## src/rtl/alu_issue_pkg.sv

```systemverilog
// ============================================================================
// Module : alu_issue_pkg
// Brief  : Opcode constants, instruction field positions and shared types
//          for the ALU issue stage.
// Rev    : 1.0 - initial release
// ============================================================================
`default_nettype none

package alu_issue_pkg;

  localparam logic [4:0] C_OP_RTYPE = 5'b00000;
  localparam logic [4:0] C_OP_ADDI  = 5'b00101;
  localparam logic [4:0] C_OP_LW    = 5'b01000;
  localparam logic [4:0] C_OP_SW    = 5'b00111;
  localparam logic [4:0] C_ALU_ADD  = 5'b00000;

  localparam int C_OPCODE_HI = 31;
  localparam int C_OPCODE_LO = 27;
  localparam int C_RD_HI     = 26;
  localparam int C_RD_LO     = 22;
  localparam int C_RS_HI     = 21;
  localparam int C_RS_LO     = 17;
  localparam int C_RT_HI     = 16;
  localparam int C_RT_LO     = 12;
  localparam int C_SHAMT_HI  = 11;
  localparam int C_SHAMT_LO  = 7;
  localparam int C_ALUOP_HI  = 6;
  localparam int C_ALUOP_LO  = 2;
  localparam int C_IMM_HI    = 16;
  localparam int C_IMM_LO    = 0;

  typedef enum logic [1:0] {
    INSN_RTYPE = 2'd0,
    INSN_IMM   = 2'd1,
    INSN_OTHER = 2'd2
  } insn_class_e;

  typedef struct packed {
    logic [31:0] operand_a;
    logic [31:0] operand_b;
    logic [4:0]  aluop;
    logic [4:0]  shamt;
    logic [4:0]  rd;
    logic [31:0] pc;
  } issue_entry_t;

  function automatic insn_class_e classify(input logic [4:0] opcode);
    insn_class_e cls;
    case (opcode)
      C_OP_RTYPE:                   cls = INSN_RTYPE;
      C_OP_ADDI, C_OP_LW, C_OP_SW:  cls = INSN_IMM;
      default:                      cls = INSN_OTHER;
    endcase
    return cls;
  endfunction

  function automatic logic [31:0] sext_imm(input logic [16:0] imm);
    return {{15{imm[16]}}, imm};
  endfunction

endpackage

`default_nettype wire

```

## src/rtl/alu_issue_stage_fwd_mux.sv

```systemverilog
// ============================================================================
// Module : fwd_mux
// Brief  : Single-operand source select: X/M result, M/W result or register
//          file data. Register 0 is never forwarded; X/M wins over M/W.
// Rev    : 1.0 - initial release
// ============================================================================
`default_nettype none

module fwd_mux #(
  parameter bit FWD_EN = 1'b0
) (
  input  logic [4:0]  src_i,
  input  logic [31:0] rf_data_i,
  input  logic        xm_valid_i,
  input  logic [4:0]  xm_rd_i,
  input  logic [31:0] xm_result_i,
  input  logic        mw_valid_i,
  input  logic [4:0]  mw_rd_i,
  input  logic [31:0] mw_result_i,
  output logic [31:0] operand_o
);

  logic w_xm_hit;
  logic w_mw_hit;

  assign w_xm_hit = FWD_EN && xm_valid_i && (xm_rd_i == src_i) && (src_i != 5'd0);
  assign w_mw_hit = FWD_EN && mw_valid_i && (mw_rd_i == src_i) && (src_i != 5'd0);

  always_comb begin
    operand_o = rf_data_i;
    if (w_xm_hit) begin
      operand_o = xm_result_i;
    end else if (w_mw_hit) begin
      operand_o = mw_result_i;
    end
  end

endmodule

`default_nettype wire

```

## src/rtl/alu_issue_stage.sv

```systemverilog
// ============================================================================
// Module : alu_issue_stage
// Brief  : One-entry registered issue stage feeding the ALU. Decodes operand
//          and control selection; optional operand forwarding is enabled by
//          defining the macro ALU_ISSUE_FWD_EN.
// Rev    : 1.0 - initial release
// ============================================================================
`default_nettype none

module alu_issue_stage
  import alu_issue_pkg::*;
(
  input  logic        clock,
  input  logic        reset_n,
  input  logic        in_valid,
  output logic        in_ready,
  input  logic [31:0] in_insn,
  input  logic [31:0] in_pc,
  input  logic [31:0] in_rs_data,
  input  logic [31:0] in_rt_data,
  input  logic        xm_valid,
  input  logic [4:0]  xm_rd,
  input  logic [31:0] xm_result,
  input  logic        mw_valid,
  input  logic [4:0]  mw_rd,
  input  logic [31:0] mw_result,
  input  logic        flush,
  output logic        out_valid,
  input  logic        out_ready,
  output logic [31:0] out_operandA,
  output logic [31:0] out_operandB,
  output logic [4:0]  out_aluop,
  output logic [4:0]  out_shamt,
  output logic [4:0]  out_rd,
  output logic [31:0] out_pc
);

`ifdef ALU_ISSUE_FWD_EN
  localparam bit C_FWD_EN = 1'b1;
`else
  localparam bit C_FWD_EN = 1'b0;
`endif

  logic         valid_q, valid_d;
  issue_entry_t entry_q, entry_d;

  logic         w_in_ready;
  logic         w_capture;
  logic [4:0]   w_opcode;
  logic [4:0]   w_rd;
  logic [4:0]   w_rs;
  logic [4:0]   w_rt;
  logic [31:0]  w_fwd_rs;
  logic [31:0]  w_fwd_rt;
  issue_entry_t w_entry;
  logic         unused_insn_bits;

  assign w_opcode = in_insn[C_OPCODE_HI:C_OPCODE_LO];
  assign w_rd     = in_insn[C_RD_HI:C_RD_LO];
  assign w_rs     = in_insn[C_RS_HI:C_RS_LO];
  assign w_rt     = in_insn[C_RT_HI:C_RT_LO];

  assign unused_insn_bits = ^in_insn[1:0];

  fwd_mux #(.FWD_EN(C_FWD_EN)) u_fwd_rs (
    .src_i       (w_rs),
    .rf_data_i   (in_rs_data),
    .xm_valid_i  (xm_valid),
    .xm_rd_i     (xm_rd),
    .xm_result_i (xm_result),
    .mw_valid_i  (mw_valid),
    .mw_rd_i     (mw_rd),
    .mw_result_i (mw_result),
    .operand_o   (w_fwd_rs)
  );

  fwd_mux #(.FWD_EN(C_FWD_EN)) u_fwd_rt (
    .src_i       (w_rt),
    .rf_data_i   (in_rt_data),
    .xm_valid_i  (xm_valid),
    .xm_rd_i     (xm_rd),
    .xm_result_i (xm_result),
    .mw_valid_i  (mw_valid),
    .mw_rd_i     (mw_rd),
    .mw_result_i (mw_result),
    .operand_o   (w_fwd_rt)
  );

  // Unrecognised opcodes issue as a harmless ADD with no destination.
  always_comb begin
    w_entry           = '0;
    w_entry.operand_a = w_fwd_rs;
    w_entry.operand_b = w_fwd_rt;
    w_entry.aluop     = C_ALU_ADD;
    w_entry.shamt     = 5'd0;
    w_entry.rd        = 5'd0;
    w_entry.pc        = in_pc;
    case (classify(w_opcode))
      INSN_RTYPE: begin
        w_entry.aluop = in_insn[C_ALUOP_HI:C_ALUOP_LO];
        w_entry.shamt = in_insn[C_SHAMT_HI:C_SHAMT_LO];
        w_entry.rd    = w_rd;
      end
      INSN_IMM: begin
        w_entry.operand_b = sext_imm(in_insn[C_IMM_HI:C_IMM_LO]);
        w_entry.rd        = w_rd;
      end
      default: begin
      end
    endcase
  end

  assign w_in_ready = !valid_q || out_ready;
  assign w_capture  = in_valid && w_in_ready && !flush;

  always_comb begin
    valid_d = valid_q;
    entry_d = entry_q;
    if (flush) begin
      valid_d = 1'b0;
    end else if (w_capture) begin
      valid_d = 1'b1;
      entry_d = w_entry;
    end else if (out_ready) begin
      valid_d = 1'b0;
    end
  end

  always_ff @(posedge clock or negedge reset_n) begin
    if (!reset_n) begin
      valid_q <= 1'b0;
      entry_q <= '0;
    end else begin
      valid_q <= valid_d;
      entry_q <= entry_d;
    end
  end

  assign in_ready     = w_in_ready;
  assign out_valid    = valid_q;
  assign out_operandA = entry_q.operand_a;
  assign out_operandB = entry_q.operand_b;
  assign out_aluop    = entry_q.aluop;
  assign out_shamt    = entry_q.shamt;
  assign out_rd       = entry_q.rd;
  assign out_pc       = entry_q.pc;

endmodule

`default_nettype wire

```

## config.mk

```make
export PLATFORM = sky130hd
export DESIGN_NAME = alu_issue_stage
export DESIGN_NICKNAME = d
export VERILOG_FILES = /design/src/rtl/alu_issue_pkg.sv /design/src/rtl/alu_issue_stage_fwd_mux.sv /design/src/rtl/alu_issue_stage.sv
export SDC_FILE = /design/constraint.sdc
export NUM_CORES = 1
export LEC_CHECK = 0
export ABC_AREA = 1
export BUFFER_PORTS_ARGS = -buffer_cell sky130_fd_sc_hd__clkbuf_2
export CAP_MARGIN = 10
export CELL_PAD_IN_SITES_DETAIL_PLACEMENT = 1
export CELL_PAD_IN_SITES_GLOBAL_PLACEMENT = 1
export CORE_ASPECT_RATIO = 1.5
export CORE_MARGIN = 2
export CORE_UTILIZATION = 31
export DETAILED_ROUTE_END_ITERATION = 10
export PLACE_DENSITY_LB_ADDON = 0.1
export REMOVE_ABC_BUFFERS = 1
export SLEW_MARGIN = 20
export SYNTH_ARGS = -nofsm -noshare
export SYNTH_HDL_FRONTEND = slang
export SYNTH_SLANG_ARGS = --single-unit
```

## constraint.sdc

```tcl
create_clock -name clock -period 2.53 [get_ports clock]
set_input_delay 0.253 -clock clock [delete_from_list [all_inputs] [get_ports clock]]
set_output_delay 0.253 -clock clock [all_outputs]
set_load 0.03 [all_outputs]
```

==> out/metrics.csv, run 1 <==
metric,value,unit
Setup CP Type,register to register,
skew final,7.76,ps
final setup violation count,0,
CTS H-Tree Depth,3,
die width,106,um
most frequent cells in the layout,"nand2_1 (344), clkbuf_2 (239), dfrtp_1 (112)",
final core utilization,42.4,%
initial drt markers,218,
Mapped Cells,574,
Root Driver,clkbuf_16,
TritonCTS Buffers,9,
Relative slew margins,63.7,%
final hold vios,0,
total track usage,18.6,%
vias per inst,4.49,
share of layout cells above drive strength 1,33.8,%
sequential fraction of the synthesis area,58.1,%
DRC violations left,0,
RSZ-0062 raised after global routing,no,
Ports,322,
clk_lat worst skew,350,ps
final instance area,0.00642,sq mm
TritonCTS clock tree,built,
Fillers,1925,
type of the most critical hold path,input pin to register,
WP data required,2780,ps
peak supply drop,0.313,mV
actual slew at the worst max-slew pin,543,ps
detailed placer's ending HPWL,11000,um
Layout area overhead,33.1,%
die area,0.0166,sq mm
gr ovfl total,0,
post-synth cell types,19,
vias in the first global route,4816,
nets,1015,
register bit count reported by yosys,112,
status,finished clean,
TNS Setup,0,ps
Post-DP Area,0.00612,sq mm
DR vias,4539,
antenna cell count,0,
largest net degree at the start of global routing,102,
Critical Path AT,2100,ps
static leakage,3.90,nW
core area,0.0151,sq mm
port bufs,240,
crit-path max FO,35,
gpl congestion,0.722,
Startpoint Class,register,
Setup crit end kind,register,
fmax,0.541,GHz
max_cap viols,0,
die height,157,um
Routed wire per std cell,15.1,um
DRT Pass-1 Iters,4,
Initial Util,31.9,%
"most common cell after layout, fill and taps aside",nand2_1,
# rows,55,
"Slew Viols, Final",0,
pwr dens,755,mW/mm^2
Mapped Avg Cell Area,8.41,sq um
CTS max path bufs,2,
drt total wl,15300,um
first-pass GRT wire length,24200,um
Synth warnings,0,
"antenna viol nets, final",0,
fin crit share,73.0,%
post-synthesis cell area,0.00483,sq mm
Clock Sinks,112,
Final min period,1850,ps
antenna violations before repair,0,
Worst-path clk slew,80,ps
[worst paths after layout]
path                           start                to  slack, ps  depth (start not counted)
setup / recovery           out_valid      out_shamt[1]        680                          6
hold / removal                 flush         out_valid        100                          2
setup reg to reg           out_valid      out_shamt[1]        680                          6
hold reg to reg            out_pc[1]         out_pc[1]        470                          2
max in group asynchronous    reset_n      out_shamt[4]       1340                          3
min in group asynchronous    reset_n  out_operandB[12]        370                          2
[what timing repair did]
item | in CTS | in global routing
resized for setup | 0 | 0
buffers inserted | 0 | 0
endpoints found under the hold margin | 26 | 0
setup endpoints to repair | 0 | 0
hold buffers | 1 | 0
[cell families after synthesis]
logic type / count (synthesis) / synth area share, %
AND/OR/NAND/NOR: 389 / 32.1
flip-flops: 112 / 58.1
buffers and inverters: 61 / 7.80
AO/OA/AOI/OAI: 12 / 2.00
[final cells by class]
type | count | area, sq um | area share [%]
clock buffers | 10 | 229 | 3.56
multi-input cells | 401 | 1650 | 25.7
flip-flops and latches | 112 | 2800 | 43.6
clock inverters | 6 | 43.8 | 0.682
repair buffers | 252 | 1330 | 20.8
well taps | 199 | 249 | 3.88
inverters | 30 | 114 | 1.77
[metrics by stage]
step	hold slack (ps)	setup WS, ps	instances	power, mW
floorplan	-42.6	-2190	543	2.99
global placement	211	664	992	3.51
detailed placement	215	556	992	3.55
CTS	80.4	559	1009	4.92
global route	72.6	510	1010	5.12
finish	95.2	682	1010	4.85
[critical path: stages, from the launching register on]
cell,delay [ps]
dfrtp_1,380
nand2_1,110
nand2_1,120
nor2_4,110
clkinv_2,410
buf_4,380
o31ai_1,210
[power by group]
part	leakage [nW]	internal, mW	switching, mW
clock network	0.133	0.674	0.678
registers	1.41	2.03	0.137
logic	2.36	0.378	0.952
[state kept, by name, indices dropped and copies added, names as in the netlist]
register / flops
out_rd: 5
out_shamt: 5
out_valid: 1
out_operandA: 32
out_aluop: 5
out_operandB: 32
out_pc: 32
[Yosys cell counts]
| cell type | count | area, sq um |
|---|---|---|
| nand3_1 | 32 | 160 |
| buf_4 | 13 | 97.6 |
| dfrtp_1 | 112 | 2800 |
| inv_2 | 2 | 7.51 |
| clkbuf_1 | 3 | 11.3 |
| nand2_2 | 2 | 12.5 |
| o31ai_1 | 10 | 75.1 |
| buf_6 | 13 | 146 |
| a21oi_4 | 1 | 16.3 |
| a21oi_1 | 1 | 5.00 |
| inv_1 | 28 | 105 |
| nand2_4 | 1 | 11.3 |
| nand2_1 | 344 | 1290 |
| nor2_1 | 2 | 7.51 |
| nor2_2 | 1 | 6.26 |
| buf_2 | 1 | 5.00 |
| buf_1 | 1 | 3.75 |
| nand3b_1 | 6 | 45.0 |
| nand3_4 | 1 | 17.5 |
[per-layer routing]
metal	wire, um	track usage (%)	vias up
met1	5870	20.8	2180
met4	363	6.58	0
met5	0	0	-
met2	8150	33.9	135
met3	910	5.00	22
li1	-	-	2202
Power figures use the tool's default switching activity.
==> run 2, diff against run 1 <==
Settings changed: CORE_UTILIZATION 31 to 26.
Clock period 2.53 ns to 1.6 ns, I/O delays scaled along.
==> run 2 against run 1 <==
Global-route usage is 2.0 points lower; critical path type unchanged; count of clock-buffer cells in the layout unchanged; highest routed layer unchanged; design area grew 11%; non-clock buffer count up 56; sequential power is 58% higher; via count is 4.5% higher.
==> out/metrics.csv, run 2 (synthesized netlist as in run 1, its figures left out) <==
metric,value,unit,change
status,finished clean,,
cells along the critical path,nand2_1 > nand2_1 > nor2_4 > inv_4 > buf_4 > nand2_1 > nand2_1,,
actual slew at the worst max-slew pin,425,ps,-118 ps
port bufs,240,,unchanged
Final min period,1450,ps,-397 ps
final setup violation count,0,,unchanged
largest net degree at the start of global routing,46,,-55%
die height,171,um,+9.0%
TritonCTS Buffers,9,,unchanged
Setup crit end kind,register,,
Top delay family on crit path,simple AND/OR/NAND/NOR gates,,
most frequent cells in the layout,"nand2_1 (344), clkbuf_2 (239), dfrtp_1 (112)",,
Routed wire per std cell,14.6,um,-3.5%
fin crit share,90.7,%,+18 points
gpl congestion,0.781,,+8.2%
TritonCTS clock tree,built,,
hold_sp,in_pc[15],,
pwr dens,1110,mW/mm^2,+47%
die width,115,um,+8.8%
peak supply drop,0.446,mV,+42%
critical path's slowest cell,dfrtp_1,,
"Slew Viols, Final",0,,unchanged
WP data required,1850,ps,-930 ps
detailed placer's ending HPWL,11500,um,+5.2%
Crit path buffers/inverters,2,,unchanged
"antenna viol nets, final",0,,unchanged
antenna cell count,0,,unchanged
share of layout cells above drive strength 1,32.4,%,-1.4 points
DRC violations left,0,,unchanged
type of the most critical hold path,input pin to register,,
CTS H-Tree Depth,3,,unchanged
CTS max path bufs,2,,unchanged
initial drt markers,188,,-14%
"most common cell after layout, fill and taps aside",nand2_1,,
total track usage,16.6,%,-2.0 points
vias in the first global route,5007,,+4.0%
post-CTS sizing,0,,unchanged
max_cap viols,0,,unchanged
CP most frequent cell,nand2_1,,
Layout area overhead,47.2,%,
clk_lat worst skew,350,ps,about the same
TNS Setup,0,ps,unchanged
skew final,6.40,ps,-1.36 ps
crit-path max cell delay,380,ps,-30 ps
Ports,322,,unchanged
Reg2Reg Depth,7,,+1
total power,7.90,mW,+63%
DR vias,4741,,+4.5%
static leakage,4.16,nW,+6.7%
antenna violations before repair,0,,unchanged
RSZ-0062 raised after global routing,no,,
FF-to-FF Start,out_valid,,
final hold vios,0,,unchanged
fmax,0.689,GHz,+27%
core area,0.0184,sq mm,+21%
R2R Path End,out_rd[1],,
worst hold endpoint,out_pc[15],,
crit-path max FO,21,,-40%
gr ovfl total,0,,unchanged
# rows,61,,+11%
DRT Pass-1 Iters,4,,unchanged
Relative slew margins,71.7,%,+7.9 points
Clock Sinks,112,,unchanged
drt total wl,16400,um,+6.9%
Critical Path AT,1700,ps,-400 ps
Worst Hold Depth,3,,+1
Initial Util,26.2,%,-5.6 points
worst reg2reg setup slack,150,ps,-530 ps
Root Driver,clkbuf_16,,
die area,0.0197,sq mm,+19%
Worst-path clk slew,80,ps,about the same
Startpoint Class,register,,
first-pass GRT wire length,25200,um,+4.2%
nets,1071,,+5.5%
vias per inst,4.24,,-5.7%
Setup CP Type,register to register,,
## run 2: cell count changes in the layout (fill, tap and decap cells not counted)
cell	change
buf_12	+5
buf_4	+2
clkinv_2	-3
clkinv_4	-1
clkinvlp_4	+1
dlygate4sd3_1	+49
inv_4	+1
inv_6	+1
inv_8	+1
## run 2: timing repair
action | in CTS | in global routing
hold buffers | 50 | 0
buffers inserted | 0 | 1
endpoints found under the hold margin | 68 | 0
setup endpoints to repair | 0 | 4
## run 2: metal layers
| metal | share of wire, % | vias to the layer above | global-route usage (%) |
|---|---|---|---|
| met1 | 38 | 2256 | 18.2 |
| met4 | 3.0 | 0 | 6.97 |
| li1 | - | 2314 | - |
| met3 | 4.9 | 26 | 3.33 |
| met2 | 54 | 145 | 30.7 |
| met5 | 0 | - | 0 |
## run 2: area by class of cell
class	count	area, sq um
Tap cell	252	315
Sequential cell	112	2800
Clock buffer	10	229
Fill cell	2254	11300
Timing Repair Buffer	308	1940
Clock inverter	6	52.6
Multi-Input combinational cell	401	1650
Inverter	30	115
## run 2: how the worst max path moves through the flow
stage	from	to	slack (ps)	depth (start not counted)
finish	out_valid	out_rd[1]	150	7
global route	out_valid	out_pc[15]	30	7
CTS	out_valid	out_rd[3]	80	7
detailed placement	out_valid	out_pc[15]	110	7
global placement	out_valid	out_rd[3]	130	7
floorplan	out_valid	out_aluop[0]	-3120	5
## run 2: per-stage QoR
stage | utilization, % | std cells | hold WS (ps) | area (sq um) | worst slack (ps)
2_1_floorplan | - | 543 | -136 | 4560 | -3120
3_3_place_gp | 34.3 | 1052 | 85.0 | 6320 | 128
3_5_place_dp | 34.3 | 1052 | 90.1 | 6320 | 109
4_1_cts | 38.6 | 1118 | 0.188 | 7100 | 81.4
5_1_grt | 38.6 | 1119 | 5.16 | 7110 | 32.3
6_report | 38.6 | 1119 | 16.9 | 7110 | 149
## run 2: power by group
part	switching, mW	leakage (nW)	internal (mW)	total, mW
combinational	1.54	2.62	0.706	2.24
sequential	0.215	1.41	3.21	3.43
clock	1.14	0.132	1.09	2.23
## run 2: worst reg2reg max path, stage by stage (launching register included)
cell	delay, ps
dfrtp_1	380
nand2_1	100
nand2_1	110
nor2_4	220
inv_4	150
buf_4	250
nand2_1	90
nand2_1	50
